**src/rtl/io_bridge_pkg.sv**
```systemverilog
// Shared types and constants for the round-robin I/O bridge.
// Latency: n/a (types, constants and elaboration-time helpers only).
// Backpressure: n/a.
package io_bridge_pkg;

    typedef enum logic [1:0] {
        ST_IDLE      = 2'd0,
        ST_WAIT_ACK  = 2'd1,
        ST_WAIT_NACK = 2'd2,
        ST_POST_WAIT = 2'd3
    } state_e;

    localparam logic [31:0] DEF_WIN_BASE = 32'hFD00_0000;
    localparam logic [31:0] DEF_WIN_MASK = 32'hFFF0_0000;

    // Bits needed to hold a timeout count of 0..tmo (at least one bit).
    function automatic int tmo_width(input int tmo);
        int w;
        w = 1;
        while ((1 << w) <= tmo) w++;
        return w;
    endfunction

endpackage

```
**src/rtl/rr_arbiter.sv**
```systemverilog
// Round-robin arbiter: one-hot grant plus index, searching upward from last winner + 1.
// Latency: combinational grant; the pointer register updates on the accepting edge.
// Backpressure: the pointer only advances when adv_i accepts the current grant.
module rr_arbiter #(
    parameter int NPORT = 2,
    parameter int IW    = (NPORT > 1) ? $clog2(NPORT) : 1
) (
    input  logic             clk_i,
    input  logic             rst_i,
    input  logic [NPORT-1:0] req_i,
    input  logic             adv_i,
    output logic             gnt_vld_o,
    output logic [NPORT-1:0] gnt_o,
    output logic [IW-1:0]    gnt_idx_o
);

    logic [IW-1:0] ptr_q;

    // Search from ptr+1 with wrap; walking the distance downward lets the nearest requester win last.
    always_comb begin
        int j;
        j         = 0;
        gnt_vld_o = 1'b0;
        gnt_o     = '0;
        gnt_idx_o = '0;
        for (int k = NPORT; k >= 1; k--) begin
            j = int'(ptr_q) + k;
            if (j >= NPORT) j = j - NPORT;
            if (req_i[j]) begin
                gnt_vld_o = 1'b1;
                gnt_o     = '0;
                gnt_o[j]  = 1'b1;
                gnt_idx_o = IW'(j);
            end
        end
    end

    // Remember the winner so it becomes lowest priority next time; reset favours port 0.
    always_ff @(posedge clk_i or posedge rst_i) begin
        if (rst_i) begin
            ptr_q <= IW'(NPORT - 1);
        end else if (adv_i && gnt_vld_o) begin
            ptr_q <= gnt_idx_o;
        end
    end

endmodule

```
**src/rtl/io_bridge_rr.sv**
```systemverilog
// Registered I/O bridge: round-robin NPORT requesters onto one windowed master bus.
// Latency: request -> m_cyc_o 1 cycle; m_ack_i -> s_ack_o 1 cycle (posted writes ack with m_cyc_o).
// Backpressure: one transaction in flight; response held until the requester drops its strobe.
module io_bridge_rr
    import io_bridge_pkg::*;
#(
    parameter int            NPORT      = 2,
    parameter int            AW         = 32,
    parameter int            DW         = 32,
    parameter logic [AW-1:0] WIN_BASE   = AW'(DEF_WIN_BASE),
    parameter logic [AW-1:0] WIN_MASK   = AW'(DEF_WIN_MASK),
    parameter int            TMO_CYCLES = 255,
    parameter int            POST_WR    = 0
) (
    input  logic                      clk_i,
    input  logic                      rst_i,
    input  logic [NPORT-1:0]          s_cyc_i,
    input  logic [NPORT-1:0]          s_stb_i,
    input  logic [NPORT-1:0]          s_we_i,
    input  logic [NPORT*(DW/8)-1:0]   s_sel_i,
    input  logic [NPORT*AW-1:0]       s_adr_i,
    input  logic [NPORT*DW-1:0]       s_dat_i,
    output logic [NPORT-1:0]          s_ack_o,
    output logic [NPORT-1:0]          s_err_o,
    output logic [NPORT*DW-1:0]       s_dat_o,
    output logic                      m_cyc_o,
    output logic                      m_stb_o,
    output logic                      m_we_o,
    output logic [DW/8-1:0]           m_sel_o,
    output logic [AW-1:0]             m_adr_o,
    output logic [DW-1:0]             m_dat_o,
    input  logic                      m_ack_i,
    input  logic                      m_err_i,
    input  logic [DW-1:0]             m_dat_i,
    output logic                      wr_err_o
);

    localparam int            SW     = DW / 8;
    localparam int            IW     = (NPORT > 1) ? $clog2(NPORT) : 1;
    localparam int            CW     = tmo_width(TMO_CYCLES);
    localparam logic [AW-1:0] WIN_HI = WIN_BASE & WIN_MASK;

    state_e              state_q;
    logic [IW-1:0]       gidx_q;
    logic [CW-1:0]       tmo_cnt_q, tmo_cnt_d;
    logic                m_cyc_q, m_stb_q, m_we_q;
    logic [SW-1:0]       m_sel_q;
    logic [AW-1:0]       m_adr_q;
    logic [DW-1:0]       m_dat_q;
    logic [NPORT-1:0]    s_ack_q, s_err_q;
    logic [NPORT*DW-1:0] s_dat_q;
    logic [NPORT-1:0]    pack_q, pack_d;
    logic                wr_err_q;

    logic [NPORT-1:0]    in_win, elig;
    logic                gnt_vld;
    logic [NPORT-1:0]    gnt_oh;
    logic [IW-1:0]       gnt_idx;
    logic                arb_go, grant_go, post_grant;
    logic [AW-1:0]       g_adr;
    logic [SW-1:0]       g_sel;
    logic [DW-1:0]       g_dat;
    logic                g_we, g_cyc, g_stb;
    logic                tmo_hit;
    logic                rsp_err, rsp_ack, abort, tmo_err, post_done, post_err;

    // Window filter; a port whose posted ack is still showing is held off so one strobe is one transfer.
    always_comb begin
        in_win = '0;
        for (int i = 0; i < NPORT; i++) begin
            in_win[i] = ((s_adr_i[i*AW +: AW] & WIN_MASK) == WIN_BASE);
        end
        elig = s_cyc_i & s_stb_i & in_win & ~pack_q;
    end

    // No grant while the device is still driving a response from the previous transfer.
    assign arb_go = (state_q == ST_IDLE) && !m_ack_i && !m_err_i;

    rr_arbiter #(
        .NPORT (NPORT),
        .IW    (IW)
    ) u_arb (
        .clk_i     (clk_i),
        .rst_i     (rst_i),
        .req_i     (elig),
        .adv_i     (arb_go),
        .gnt_vld_o (gnt_vld),
        .gnt_o     (gnt_oh),
        .gnt_idx_o (gnt_idx)
    );

    // Fields of the port being granted and of the port currently owning the bus.
    always_comb begin
        g_adr = s_adr_i[int'(gnt_idx)*AW +: AW];
        g_sel = s_sel_i[int'(gnt_idx)*SW +: SW];
        g_dat = s_dat_i[int'(gnt_idx)*DW +: DW];
        g_we  = s_we_i[gnt_idx];
        g_cyc = s_cyc_i[gidx_q];
        g_stb = s_stb_i[gidx_q];
    end

    // Decode of this cycle's FSM events; device error outranks ack, ack outranks abort and timeout.
    always_comb begin
        grant_go   = arb_go && gnt_vld;
        post_grant = grant_go && (POST_WR != 0) && g_we;
        tmo_cnt_d  = tmo_cnt_q + CW'(1);
        tmo_hit    = (TMO_CYCLES != 0) && (tmo_cnt_q == CW'(TMO_CYCLES - 1));
        rsp_err    = (state_q == ST_WAIT_ACK) && m_err_i;
        rsp_ack    = (state_q == ST_WAIT_ACK) && !m_err_i && m_ack_i;
        abort      = (state_q == ST_WAIT_ACK) && !m_err_i && !m_ack_i && !g_cyc;
        tmo_err    = (state_q == ST_WAIT_ACK) && !m_err_i && !m_ack_i && g_cyc && tmo_hit;
        post_done  = (state_q == ST_POST_WAIT) && (m_ack_i || m_err_i || tmo_hit);
        post_err   = (state_q == ST_POST_WAIT) && (m_err_i || tmo_hit);
    end

    // Main FSM with its registered master-bus and requester-response outputs.
    always_ff @(posedge clk_i or posedge rst_i) begin
        if (rst_i) begin
            state_q   <= ST_IDLE;
            gidx_q    <= '0;
            tmo_cnt_q <= '0;
            m_cyc_q   <= 1'b0;
            m_stb_q   <= 1'b0;
            m_we_q    <= 1'b0;
            m_sel_q   <= '0;
            m_adr_q   <= '1;
            m_dat_q   <= '0;
            s_ack_q   <= '0;
            s_err_q   <= '0;
            s_dat_q   <= '0;
            wr_err_q  <= 1'b0;
        end else begin
            wr_err_q <= post_err;

            if (grant_go) begin
                m_cyc_q <= 1'b1;
                m_stb_q <= 1'b1;
                m_we_q  <= g_we;
                m_sel_q <= g_sel;
                m_adr_q <= WIN_HI | (g_adr & ~WIN_MASK);
                m_dat_q <= g_dat;
            end else if ((state_q == ST_IDLE) || rsp_err || rsp_ack || abort || tmo_err || post_done) begin
                m_cyc_q <= 1'b0;
                m_stb_q <= 1'b0;
                m_we_q  <= 1'b0;
                m_sel_q <= '0;
                m_adr_q <= '1;
                m_dat_q <= '0;
            end

            case (state_q)
                ST_IDLE: begin
                    if (grant_go) begin
                        gidx_q    <= gnt_idx;
                        tmo_cnt_q <= '0;
                        state_q   <= post_grant ? ST_POST_WAIT : ST_WAIT_ACK;
                    end
                end
                ST_WAIT_ACK: begin
                    tmo_cnt_q <= tmo_cnt_d;
                    if (rsp_err || tmo_err) begin
                        s_err_q[gidx_q]                   <= 1'b1;
                        s_dat_q[int'(gidx_q)*DW +: DW]    <= '0;
                        state_q                           <= ST_WAIT_NACK;
                    end else if (rsp_ack) begin
                        s_ack_q[gidx_q]                   <= 1'b1;
                        s_dat_q[int'(gidx_q)*DW +: DW]    <= m_dat_i;
                        state_q                           <= ST_WAIT_NACK;
                    end else if (abort) begin
                        state_q <= ST_IDLE;
                    end
                end
                ST_WAIT_NACK: begin
                    if (!(g_cyc && g_stb)) begin
                        s_ack_q <= '0;
                        s_err_q <= '0;
                        s_dat_q <= '0;
                        state_q <= ST_IDLE;
                    end
                end
                ST_POST_WAIT: begin
                    tmo_cnt_q <= tmo_cnt_d;
                    if (post_done) state_q <= ST_IDLE;
                end
                default: state_q <= ST_IDLE;
            endcase
        end
    end

    // Posted-write ack follows the requester's strobe, not the FSM.
    always_comb begin
        pack_d = (pack_q & s_stb_i) | (post_grant ? gnt_oh : '0);
    end

    // Posted-write ack register.
    always_ff @(posedge clk_i or posedge rst_i) begin
        if (rst_i) pack_q <= '0;
        else       pack_q <= pack_d;
    end

    assign s_ack_o  = s_ack_q | pack_q;
    assign s_err_o  = s_err_q;
    assign s_dat_o  = s_dat_q;
    assign m_cyc_o  = m_cyc_q;
    assign m_stb_o  = m_stb_q;
    assign m_we_o   = m_we_q;
    assign m_sel_o  = m_sel_q;
    assign m_adr_o  = m_adr_q;
    assign m_dat_o  = m_dat_q;
    assign wr_err_o = wr_err_q;

endmodule

```
**config.mk**
```make
export PLATFORM = sky130hd
export DESIGN_NAME = io_bridge_rr
export DESIGN_NICKNAME = d
export VERILOG_FILES = /design/src/rtl/io_bridge_pkg.sv /design/src/rtl/rr_arbiter.sv /design/src/rtl/io_bridge_rr.sv
export SDC_FILE = /design/constraint.sdc
export NUM_CORES = 1
export LEC_CHECK = 0
export BUFFER_PORTS_ARGS = -buffer_cell sky130_fd_sc_hd__buf_2
export CORE_ASPECT_RATIO = 0.7
export CORE_MARGIN = 5
export CORE_UTILIZATION = 42
export DETAILED_ROUTE_END_ITERATION = 7
export GPL_ROUTABILITY_DRIVEN = 0
export PLACE_DENSITY_LB_ADDON = 0.2
export SETUP_SLACK_MARGIN = 0.05
export SKIP_CTS_REPAIR_TIMING = 1
export SLEW_MARGIN = 30
export SYNTH_ARGS = -nofsm -noshare
export SYNTH_HDL_FRONTEND = slang
export SYNTH_SLANG_ARGS = --single-unit
```
**constraint.sdc**
```tcl
create_clock -name clk_i -period 4.4 [get_ports clk_i]
set_clock_uncertainty 0.2 [all_clocks]
set_input_delay 0.22 -clock clk_i [delete_from_list [all_inputs] [get_ports clk_i]]
set_output_delay 0.22 -clock clk_i [all_outputs]
set_load 0.05 [all_outputs]
```
==> results.sh, run 1 <==
export IMPL_grt_max_degree=104
export IMPL_total_leakage_power_nw=4.86
export IMPL_avgRoutedWirePerCell_um=19.1
export IMPL_min_path_cells=3
export IMPL_n_antenna_cell=0
export IMPL_drtPass1Iterations=4
export IMPL_finish_utilization_pct=67.8
export IMPL_grt_setup_unrepaired="false"
export IMPL_layout_min_cycle_time_ns=3.15
export IMPL_syn_to_final_growth_pct=57.6
export IMPL_drt_iter0_drc=467
export IMPL_slew_limit_headroom_pct=43.6
export IMPL_cts_sinks=142
export IMPL_portBuffers=310
export IMPL_worst_pin_slew_ns=0.846
export IMPL_end_kind="flip-flop"
export IMPL_synth_edf_count=0
export IMPL_remaining_drc_errors=0
export IMPL_peakVddDrop_mv=0.381
export IMPL_start_kind="flip-flop"
export IMPL_reg2reg_depth=7
export IMPL_setup_tns_ns=0
export IMPL_yosys_warnings=0
export IMPL_multi_input_area_sq_um=2510
export IMPL_cp_arrival_ns=3.26
export IMPL_maxCapViolCount=0
export IMPL_synth_area_per_cell_sq_um=12.8
export IMPL_finalHoldViolCount=1
export IMPL_antenna_found_initial=0
export IMPL_via_per_inst=5.29
export IMPL_register_area_sq_um=3580
export IMPL_die_area_sq_um=17700
export IMPL_routed_wl_um=21900
export IMPL_grt_pass1_vias=5363
export IMPL_antenna_left=0
export IMPL_htree_levels=4
export IMPL_start_util_pct=43.0
export IMPL_synthesis_area_sq_um=6350
export IMPL_layout_nets=1120
export IMPL_clockBufferDepth=2
export IMPL_synthFlopType="dfrtp_1"
export IMPL_fillCellCount=1027
export IMPL_drive_gt1_share_pct=40.6
export IMPL_root_buffer="clkbuf_16"
export IMPL_cts_buffers=17
export IMPL_grt_pass1_wl_um=28300
export IMPL_async_reset_ff_share_pct=100
export IMPL_hpwl_um=13600
export IMPL_gr_total_overflow=0
export IMPL_hold_class="in -> reg"
export IMPL_seq_area_frac_synth_pct=56.3
export IMPL_synth_cell_types=53
export IMPL_rows=37
export IMPL_grt_util_all_layers_pct=19.9
export IMPL_ys_ff_latch=142
export IMPL_max_freq_ghz=0.317
export IMPL_r2r_slack_ns=1.25
export IMPL_required_ns=4.51
export IMPL_clk_latency_ns=0.41
export IMPL_fp_dieW_um=157
export IMPL_cts_tree="yes"
export IMPL_critPathKind="reg -> reg"
export IMPL_core_sq_um=14800
export IMPL_violations="negative hold slack"
export IMPL_syn_inst=495
export IMPL_status="complete, but fails checks"
export IMPL_critical_path_max_fanout=58
export IMPL_vias=6051
export IMPL_hold_ws_ns=-0.0177
export IMPL_cts_clk_slew_worst_paths_ns=0.07
export IMPL_power_density_nw_per_um2=442
export IMPL_finalSetupViolCount=0
export IMPL_post_route_period_util_pct=71.6
export IMPL_slew_viol_final=0
export IMPL_num_io_pins=318
export IMPL_die_y_um=113
[final timing paths]
kind,startpoint,end
max in group asynchronous,rst_i,u_arb.ptr_q
max,pack_q[0],m_adr_o[3]
min,s_adr_i[4],m_adr_o[4]
min reg2reg,m_dat_o[20],m_dat_o[20]
max reg2reg,pack_q[0],m_adr_o[3]
min in group asynchronous,rst_i,s_dat_o[45]
[placed cells by master (no fill, tap or decap), drive strengths merged, types with 2 or more instances in the layout]
master       count
dfstp           22
or3              4
a22o            64
and2             3
mux2i           60
and3b            3
nand4b           6
clkinvlp         5
dlygate4sd3    148
or4b             2
nand3            9
nand2b           2
and3             7
a21o             3
xnor2            2
a21oi            9
nand2           11
o2bb2ai         37
or2              5
conb             7
inv             17
nand3b           2
ha               6
a2111oi          3
a2bb2oi         20
o21ai            5
clkbuf          18
o31ai            3
dfrtp          120
o21a             3
nor2             6
nor4             4
and4             2
buf            316
[state kept, by name, indices dropped and copies added, names as in the netlist, 2 cells and up]
signal / cells
m_adr_o: 21
m_dat_o: 32
s_ack_q: 2
s_err_o: 2
tmo_cnt_q: 8
m_sel_o: 4
pack_q: 2
s_dat_o: 64
state_q: 2
[cells in the mapped netlist (2+ instances only)]
cell,number,area (sq um)
buf_8,2,30.0
xnor2_1,2,17.5
and3_1,7,43.8
dfstp_2,22,578
nand3_1,9,45.0
and4_1,2,17.5
buf_1,2,7.51
a2111oi_0,3,26.3
buf_2,2,10.0
nor4_1,2,12.5
buf_4,15,113
and3b_1,3,26.3
clkbuf_1,26,97.6
a21o_1,3,22.5
a22o_1,64,561
inv_1,9,33.8
mux2i_1,60,601
a2bb2oi_1,20,175
nand2_1,11,41.3
nand2b_1,2,12.5
nand4b_1,6,52.6
o21a_1,3,22.5
or2_2,5,31.3
or3_1,4,25.0
a21oi_1,9,45.0
and2_1,3,18.8
nand3b_1,2,15.0
o21ai_0,5,25.0
o31ai_1,3,22.5
ha_1,6,75.1
nor2_1,6,22.5
o2bb2ai_1,37,324
dfrtp_1,120,3000
[metrics by stage]
stage | instances | instance area [sq um] | setup slack [ns] | power, W | hold WS [ns]
after floorplan | 501 | 6380 | 0.207 | 0.00260 | 0.149
after global placement | 964 | 7980 | 1.68 | 0.00295 | 0.250
after detailed placement | 964 | 7980 | 1.52 | 0.00297 | 0.258
after CTS | 996 | 8530 | 1.52 | 0.00433 | -0.181
after global routing | 1144 | 10000 | 1.23 | 0.00462 | 0.00517
final | 1144 | 10000 | 1.25 | 0.00443 | -0.0177
[layer usage]
layer	vias up	wire length [um]	part of all wire [%]	global-route usage (%)
met1	3031	8900	41	25.9
met3	36	1180	5.4	4.40
met4	0	439	2.0	5.27
met2	229	11300	52	34.0
met5	-	0	0	0
li1	2755	-	-	-
[critical path: stages, from the launching register on]
cell	delay, ns
dfrtp_1	0.40
or4b_1	0.53
nor4_2	0.47
a21boi_4	0.12
buf_12	0.22
mux2i_1	0.19
dlygate4sd3_1	0.60
a2bb2oi_1	0.23
[cells by family (layout without fill, tap and decap cells)]
family                     Yosys count  count (layout)  share of synthesized area (%)
AOI/OAI and AO/OA                  157             157                           20.9
xor gates and xnor gates             3               3                          0.414
adders and majority gates            6               6                           1.18
buffers and inverters               57             505                           4.76
DFF                                142             142                           56.3
muxes                               60              60                           9.45
other                                1               7                         0.0590
and+or+nand+nor                     69              69                           6.91
[report_power, final]
part           leakage [nW]  internal [W]  switching, W
registers              1.81       0.00148      0.000136
logic                  2.79      0.000511      0.000943
clock network         0.255      0.000740      0.000613
[layout make-up]
class	instances	share of cell area (%)
well taps	195	2.44
clock buffers	18	4.29
clock inverters	14	1.21
multi-input cells	302	25.0
flip-flops and latches	142	35.8
inverters	9	0.412
repair buffers	464	30.9
No activity file was read; power rests on OpenSTA's default activity.
==> inputs of run 2 (changes only) <==
ABC_AREA = 1   (was default)
CORE_UTILIZATION = 48   (was 42)
clock period = 3.2 ns   (was 4.4 ns; I/O delays follow)
==> results.sh, run 2 <==
export IMPL_max_freq_ghz=0.370
export IMPL_portBuffers=310
export IMPL_fillCellCount=1167
export IMPL_antenna_left=0
export IMPL_synth_compound_area_share_pct=8.77
export IMPL_hold_ws_ns=0.0769
export IMPL_vias=7938
export IMPL_syn_inst=968
export IMPL_peakVddDrop_mv=0.313
export IMPL_layout_min_cycle_time_ns=2.71
export IMPL_yosys_warnings=0
export IMPL_total_leakage_power_nw=6.32
export IMPL_fp_dieW_um=159
export IMPL_end_kind="flip-flop"
export IMPL_num_io_pins=318
export IMPL_critical_path_max_fanout=37
export IMPL_synth_mux_area_share_pct=0
export IMPL_power_density_nw_per_um2=388
export IMPL_cts_tree="yes"
export IMPL_grt_setup_unrepaired="false"
export IMPL_status="finished clean"
export IMPL_synth_common_cells="488 x nand2_1, 120 x dfrtp_1, 80 x inv_1, 64 x o21ai_2, 59 x nand3_1"
export IMPL_htree_levels=4
export IMPL_synth_most_common_cell="nand2_1"
export IMPL_drive_gt1_share_pct=32.1
export IMPL_clk_latency_ns=0.41
export IMPL_layout_common_cells="488 x nand2_1, 310 x buf_2, 150 x dlygate4sd3_1, 120 x dfrtp_1, 79 x inv_1"
export IMPL_ys_ff_latch=142
export IMPL_route_layer_met1_wl_um=10200
export IMPL_cts_buffers=17
export IMPL_min_from="m_ack_i"
export IMPL_synthFlopType="dfrtp_1"
export IMPL_largest_reg_flops=64
export IMPL_critPathKind="reg -> reg"
export IMPL_drtPass1Iterations=5
export IMPL_avgRoutedWirePerCell_um=15.1
export IMPL_worstSetupStartpoint="state_q[1]"
export IMPL_hpwl_um=15600
export IMPL_finalHoldViolCount=0
export IMPL_core_sq_um=15400
export IMPL_clockBufferDepth=2
export IMPL_drt_iter0_drc=846
export IMPL_slew_limit_headroom_pct=45.4
export IMPL_maxCapViolCount=0
export IMPL_reg2reg_depth=10
export IMPL_wl_met3_um=1670
export IMPL_synth_top_family_by_area="simple AND/OR/NAND/NOR gates"
export IMPL_synth_area_leaders="dfrtp_1 40%, nand2_1 25%, dfstp_2 7.7%, o21ai_2 7.5%, inv_1 4.0%"
export IMPL_via_per_inst=4.89
export IMPL_cp_arrival_ns=2.81
export IMPL_start_util_pct=48.6
export IMPL_grt_util_all_layers_pct=23.0
export IMPL_register_area_sq_um=3580
export IMPL_r2r_start="state_q[1]"
export IMPL_seq_area_frac_synth_pct=48.0
export IMPL_syn_to_final_growth_pct=49.1
export IMPL_die_area_sq_um=18200
export IMPL_finalSetupViolCount=0
export IMPL_synth_top_area_cell="dfrtp_1"
export IMPL_hold_class="in -> reg"
export IMPL_layout_nets=1593
export IMPL_rows=38
export IMPL_antenna_found_initial=2
export IMPL_worst_pin_slew_ns=0.819
export IMPL_cts_sinks=142
export IMPL_grt_pass1_vias=6808
export IMPL_die_y_um=114
export IMPL_slew_viol_final=0
export IMPL_synth_area_per_cell_sq_um=7.71
export IMPL_setup_tns_ns=0
export IMPL_grt_pass1_wl_um=34300
export IMPL_multi_input_area_sq_um=3200
export IMPL_top_layer="met4"
export IMPL_min_path_cells=5
export IMPL_synth_simple_gate_area_share_pct=32.4
export IMPL_async_reset_ff_share_pct=100
export IMPL_remaining_drc_errors=0
export IMPL_final_common_cell="nand2_1"
export IMPL_cts_clk_slew_worst_paths_ns=0.06
export IMPL_synth_fa_ha_area_share_pct=1.01
export IMPL_gr_total_overflow=0
export IMPL_synth_top_area_share_pct=40.3
export IMPL_routed_wl_um=24500
export IMPL_root_buffer="clkbuf_16"
export IMPL_synthXorXnorAreaFrac_pct=0.352
export IMPL_synth_cell_types=30
export IMPL_post_route_period_util_pct=84.5
export IMPL_synthesis_area_sq_um=7460
export IMPL_synth_edf_count=0
export IMPL_dr_wl_met2_um=12100
export IMPL_required_ns=3.30
export IMPL_grt_max_degree=143
export IMPL_start_kind="flip-flop"
==> run 2: cell types whose count changed after synthesis, moves of 24 or more <==
cell,delta
inv_1,+71
a22o_1,-64
o21ai_2,+64
mux2i_1,-60
nand2_1,+477
o2bb2ai_1,-37
nor2_1,+24
nand3_1,+50
==> run 2: worst max-delay path, stage by stage (launching register included) <==
cell and delay, ns:
dfrtp_1 0.41, inv_1 0.09, ha_1 0.30, nand2_1 0.13
nor2_2 0.13, nand2_2 0.09, nand3_2 0.13, nand4_4 0.53
buf_4 0.44, nand2_1 0.09, o21ai_2 0.06
==> run 2: final timing paths <==
kind / slack [ns] / endpoint
max in group asynchronous: 1.85 / s_dat_o[47]
min in group asynchronous: 0.28 / s_dat_o[11]
min: 0.08 / state_q[0]
min reg2reg: 0.27 / pack_q[1]
max: 0.49 / s_dat_o[52]
max reg2reg: 0.49 / s_dat_o[52]
==> run 2: logic make-up (layout without fill, tap and decap cells) <==
family	after synthesis	in the layout
AOI/OAI and AO/OA	81	81
xor gates and xnor gates	3	3
adders and majority gates	6	6
buffers and inverters	138	586
DFF	142	142
other	1	9
and+or+nand+nor	597	597
==> run 2: area by class of cell <==
class	instances	share of cell area, %
diodes	2	0.0450
clock buffers	19	4.07
clock inverters	13	1.37
inverters	82	2.80
well taps	200	2.25
multi-input cells	694	28.8
flip-flops and latches	142	32.2
repair buffers	472	28.5
==> run 2: through the flow <==
step	area [sq um]	worst slack, ns	util (%)	total power (W)	cells
after floorplan	7490	1.08	-	0.00202	974
after global placement	9010	0.584	58.7	0.00217	1440
after detailed placement	9010	0.540	58.7	0.00217	1440
after CTS	9620	0.506	62.6	0.00420	1472
after global routing	11100	0.197	72.4	0.00448	1624
final	11100	0.495	72.4	0.00432	1624
==> run 2: power by group <==
| group | switching [W] | internal, W | leakage [nW] |
|---|---|---|---|
| clock | 0.000814 | 0.00121 | 0.293 |
| sequential | 0.00000776 | 0.00181 | 1.90 |
| combinational | 0.000236 | 0.000242 | 4.12 |
| total | 0.00106 | 0.00326 | 6.32 |
==> run 2: per-layer routing <==
metal,GRT usage [%],vias up
met4,6.14,0
li1,-,3836
met2,38.2,331
met3,5.69,45
met5,0,-
met1,30.4,3726
==> inputs of run 3 (changes only) <==
ABC_AREA = 0   (was 1)
CORE_UTILIZATION = 42   (was 48)
clock period = 2.38 ns   (was 3.2 ns; I/O delays follow)
==> results.sh, run 3 (synthesized netlist as in run 1, its figures left out) <==
export IMPL_slew_viol_final=0
export IMPL_cts_clk_slew_worst_paths_ns=0.06
export IMPL_finalHoldViolCount=0
export IMPL_drtPass1Iterations=6
export IMPL_r2r_slack_ns=0.07
export IMPL_fp_dieW_um=157
export IMPL_portBuffers=310
export IMPL_avgRoutedWirePerCell_um=20.6
export IMPL_p_total_w=0.00850
export IMPL_slew_limit_headroom_pct=64.6
export IMPL_worst_pin_slew_ns=0.531
export IMPL_critPathKind="reg -> reg"
export IMPL_post_route_period_util_pct=97.1
export IMPL_vias=6491
export IMPL_power_density_nw_per_um2=810
export IMPL_hold_class="in -> reg"
export IMPL_layout_common_cells="310 x buf_2, 150 x dlygate4sd3_1, 120 x dfrtp_1, 64 x a22o_1, 56 x mux2i_1"
export IMPL_min_from="m_ack_i"
export IMPL_internal_power_w=0.00526
export IMPL_cts_sinks=142
export IMPL_cts_buffers=17
export IMPL_routed_wl_um=24300
export IMPL_grt_setup_unrepaired="true"
export IMPL_cp_arrival_ns=2.46
export IMPL_final_common_cell="buf_2"
export IMPL_p_comb_share_pct=33.8
export IMPL_switching_share_pct=38.2
export IMPL_stdcell_area_sq_um=10500
export IMPL_die_area_sq_um=17700
export IMPL_reg2reg_depth=8
export IMPL_hpwl_um=14300
export IMPL_status="finished clean"
export IMPL_crit_end="m_adr_o[6]"
export IMPL_grt_pass1_vias=5616
export IMPL_largest_reg_flops=64
export IMPL_pwr_share_clk_pct=31.0
export IMPL_total_leakage_power_nw=5.11
export IMPL_required_ns=2.53
export IMPL_grt_max_degree=64
export IMPL_layout_min_cycle_time_ns=2.31
export IMPL_layout_nets=1154
export IMPL_syn_to_final_growth_pct=65.1
export IMPL_root_buffer="clkbuf_16"
export IMPL_die_y_um=113
export IMPL_drive_gt1_share_pct=43.1
export IMPL_pre_cts_slack_ns=-0.121
export IMPL_start_kind="flip-flop"
export IMPL_cts_tree="yes"
export IMPL_htree_levels=4
export IMPL_critical_path_max_fanout=11
export IMPL_core_sq_um=14800
export IMPL_peakVddDrop_mv=0.604
export IMPL_end_kind="flip-flop"
export IMPL_num_io_pins=318
export IMPL_maxCapViolCount=0
export IMPL_worstReg2RegEnd="m_adr_o[6]"
export IMPL_antenna_found_initial=0
export IMPL_pwr_share_seq_pct=35.2
export IMPL_start_util_pct=43.0
export IMPL_r2r_start="pack_q[0]"
export IMPL_max_freq_ghz=0.433
export IMPL_clockBufferDepth=2
export IMPL_remaining_drc_errors=0
export IMPL_worstSetupStartpoint="pack_q[0]"
export IMPL_antenna_left=0
export IMPL_dpl_cell_area_sq_um=8210
export IMPL_switchingPower_w=0.00325
export IMPL_grt_util_all_layers_pct=21.0
export IMPL_drt_iter0_drc=483
export IMPL_worst_slack_ns=0.0679
export IMPL_gr_total_overflow=0
export IMPL_rows=37
export IMPL_clk_latency_ns=0.43
export IMPL_finalSetupViolCount=0
export IMPL_grt_pass1_wl_um=29600
export IMPL_via_per_inst=5.50
[run 3: changes by cell type in the layout (fill, tap and decap cells not counted), sizes merged, moves of 7 or more]
cell     change
a2bb2oi     +20
mux2i       +60
and3         +7
o21ai       -70
a22o        +64
nand2      -480
o2bb2ai     +37
inv         -69
nor2        -28
buf         +23
nand3       -51
[run 3: stage by stage]
step                      utilization (%)  TNS, ns  std cells  hold WS, ns
final                                71.0        0       1180       0.0308
after global routing                 71.0   -0.112       1178       0.0523
after CTS                            59.6   -0.295       1019       -0.370
after detailed placement             55.6    -3.36        987       0.0806
after global placement               55.6    -1.14        987       0.0557
after floorplan                         -        0        501       0.0476
[run 3: cell type report]
cell class	instances	area, sq um
Antenna cell	2	5.00
Clock buffer	18	439
Clock inverter	14	148
Fill cell	991	4280
Inverter	9	37.5
Multi-Input combinational cell	303	2570
Sequential cell	142	3580
Tap cell	195	244
Timing Repair Buffer	497	3460
[run 3: worst min-delay path by stage]
stage / end / slack, ns / cells past startpoint
floorplan: pack_q[1] / 0.05 / 1
finish: state_q[0] / 0.03 / 4
detailed placement: s_dat_o[51] / 0.08 / 3
global route: state_q[0] / 0.05 / 4
CTS: s_dat_o[51] / -0.37 / 3
global placement: s_dat_o[51] / 0.06 / 3
[run 3: layer usage]
layer | part of all wire (%) | GRT usage, %
met3 | 6.8 | 5.20
met4 | 4.3 | 8.25
met1 | 38 | 26.8
met2 | 51 | 34.8
met5 | 0 | 0
[run 3: worst max-delay path: stages (launching register included)]
cell	delay (ns)
dfrtp_1	0.39
or4b_1	0.52
nor4_2	0.19
buf_4	0.18
a21boi_4	0.06
buf_12	0.15
buf_4	0.18
mux2i_1	0.25
a2bb2oi_1	0.12
[run 3: power by group through the flow]
stage	Clock [W]	Combinational [W]	Sequential (W)
finish	0.00264	0.00287	0.00299
global route	0.00278	0.00302	0.00304
CTS	0.00267	0.00258	0.00298
detailed placement	0	0.00257	0.00301
global placement	0	0.00252	0.00299
floorplan	0	0.000945	0.00387
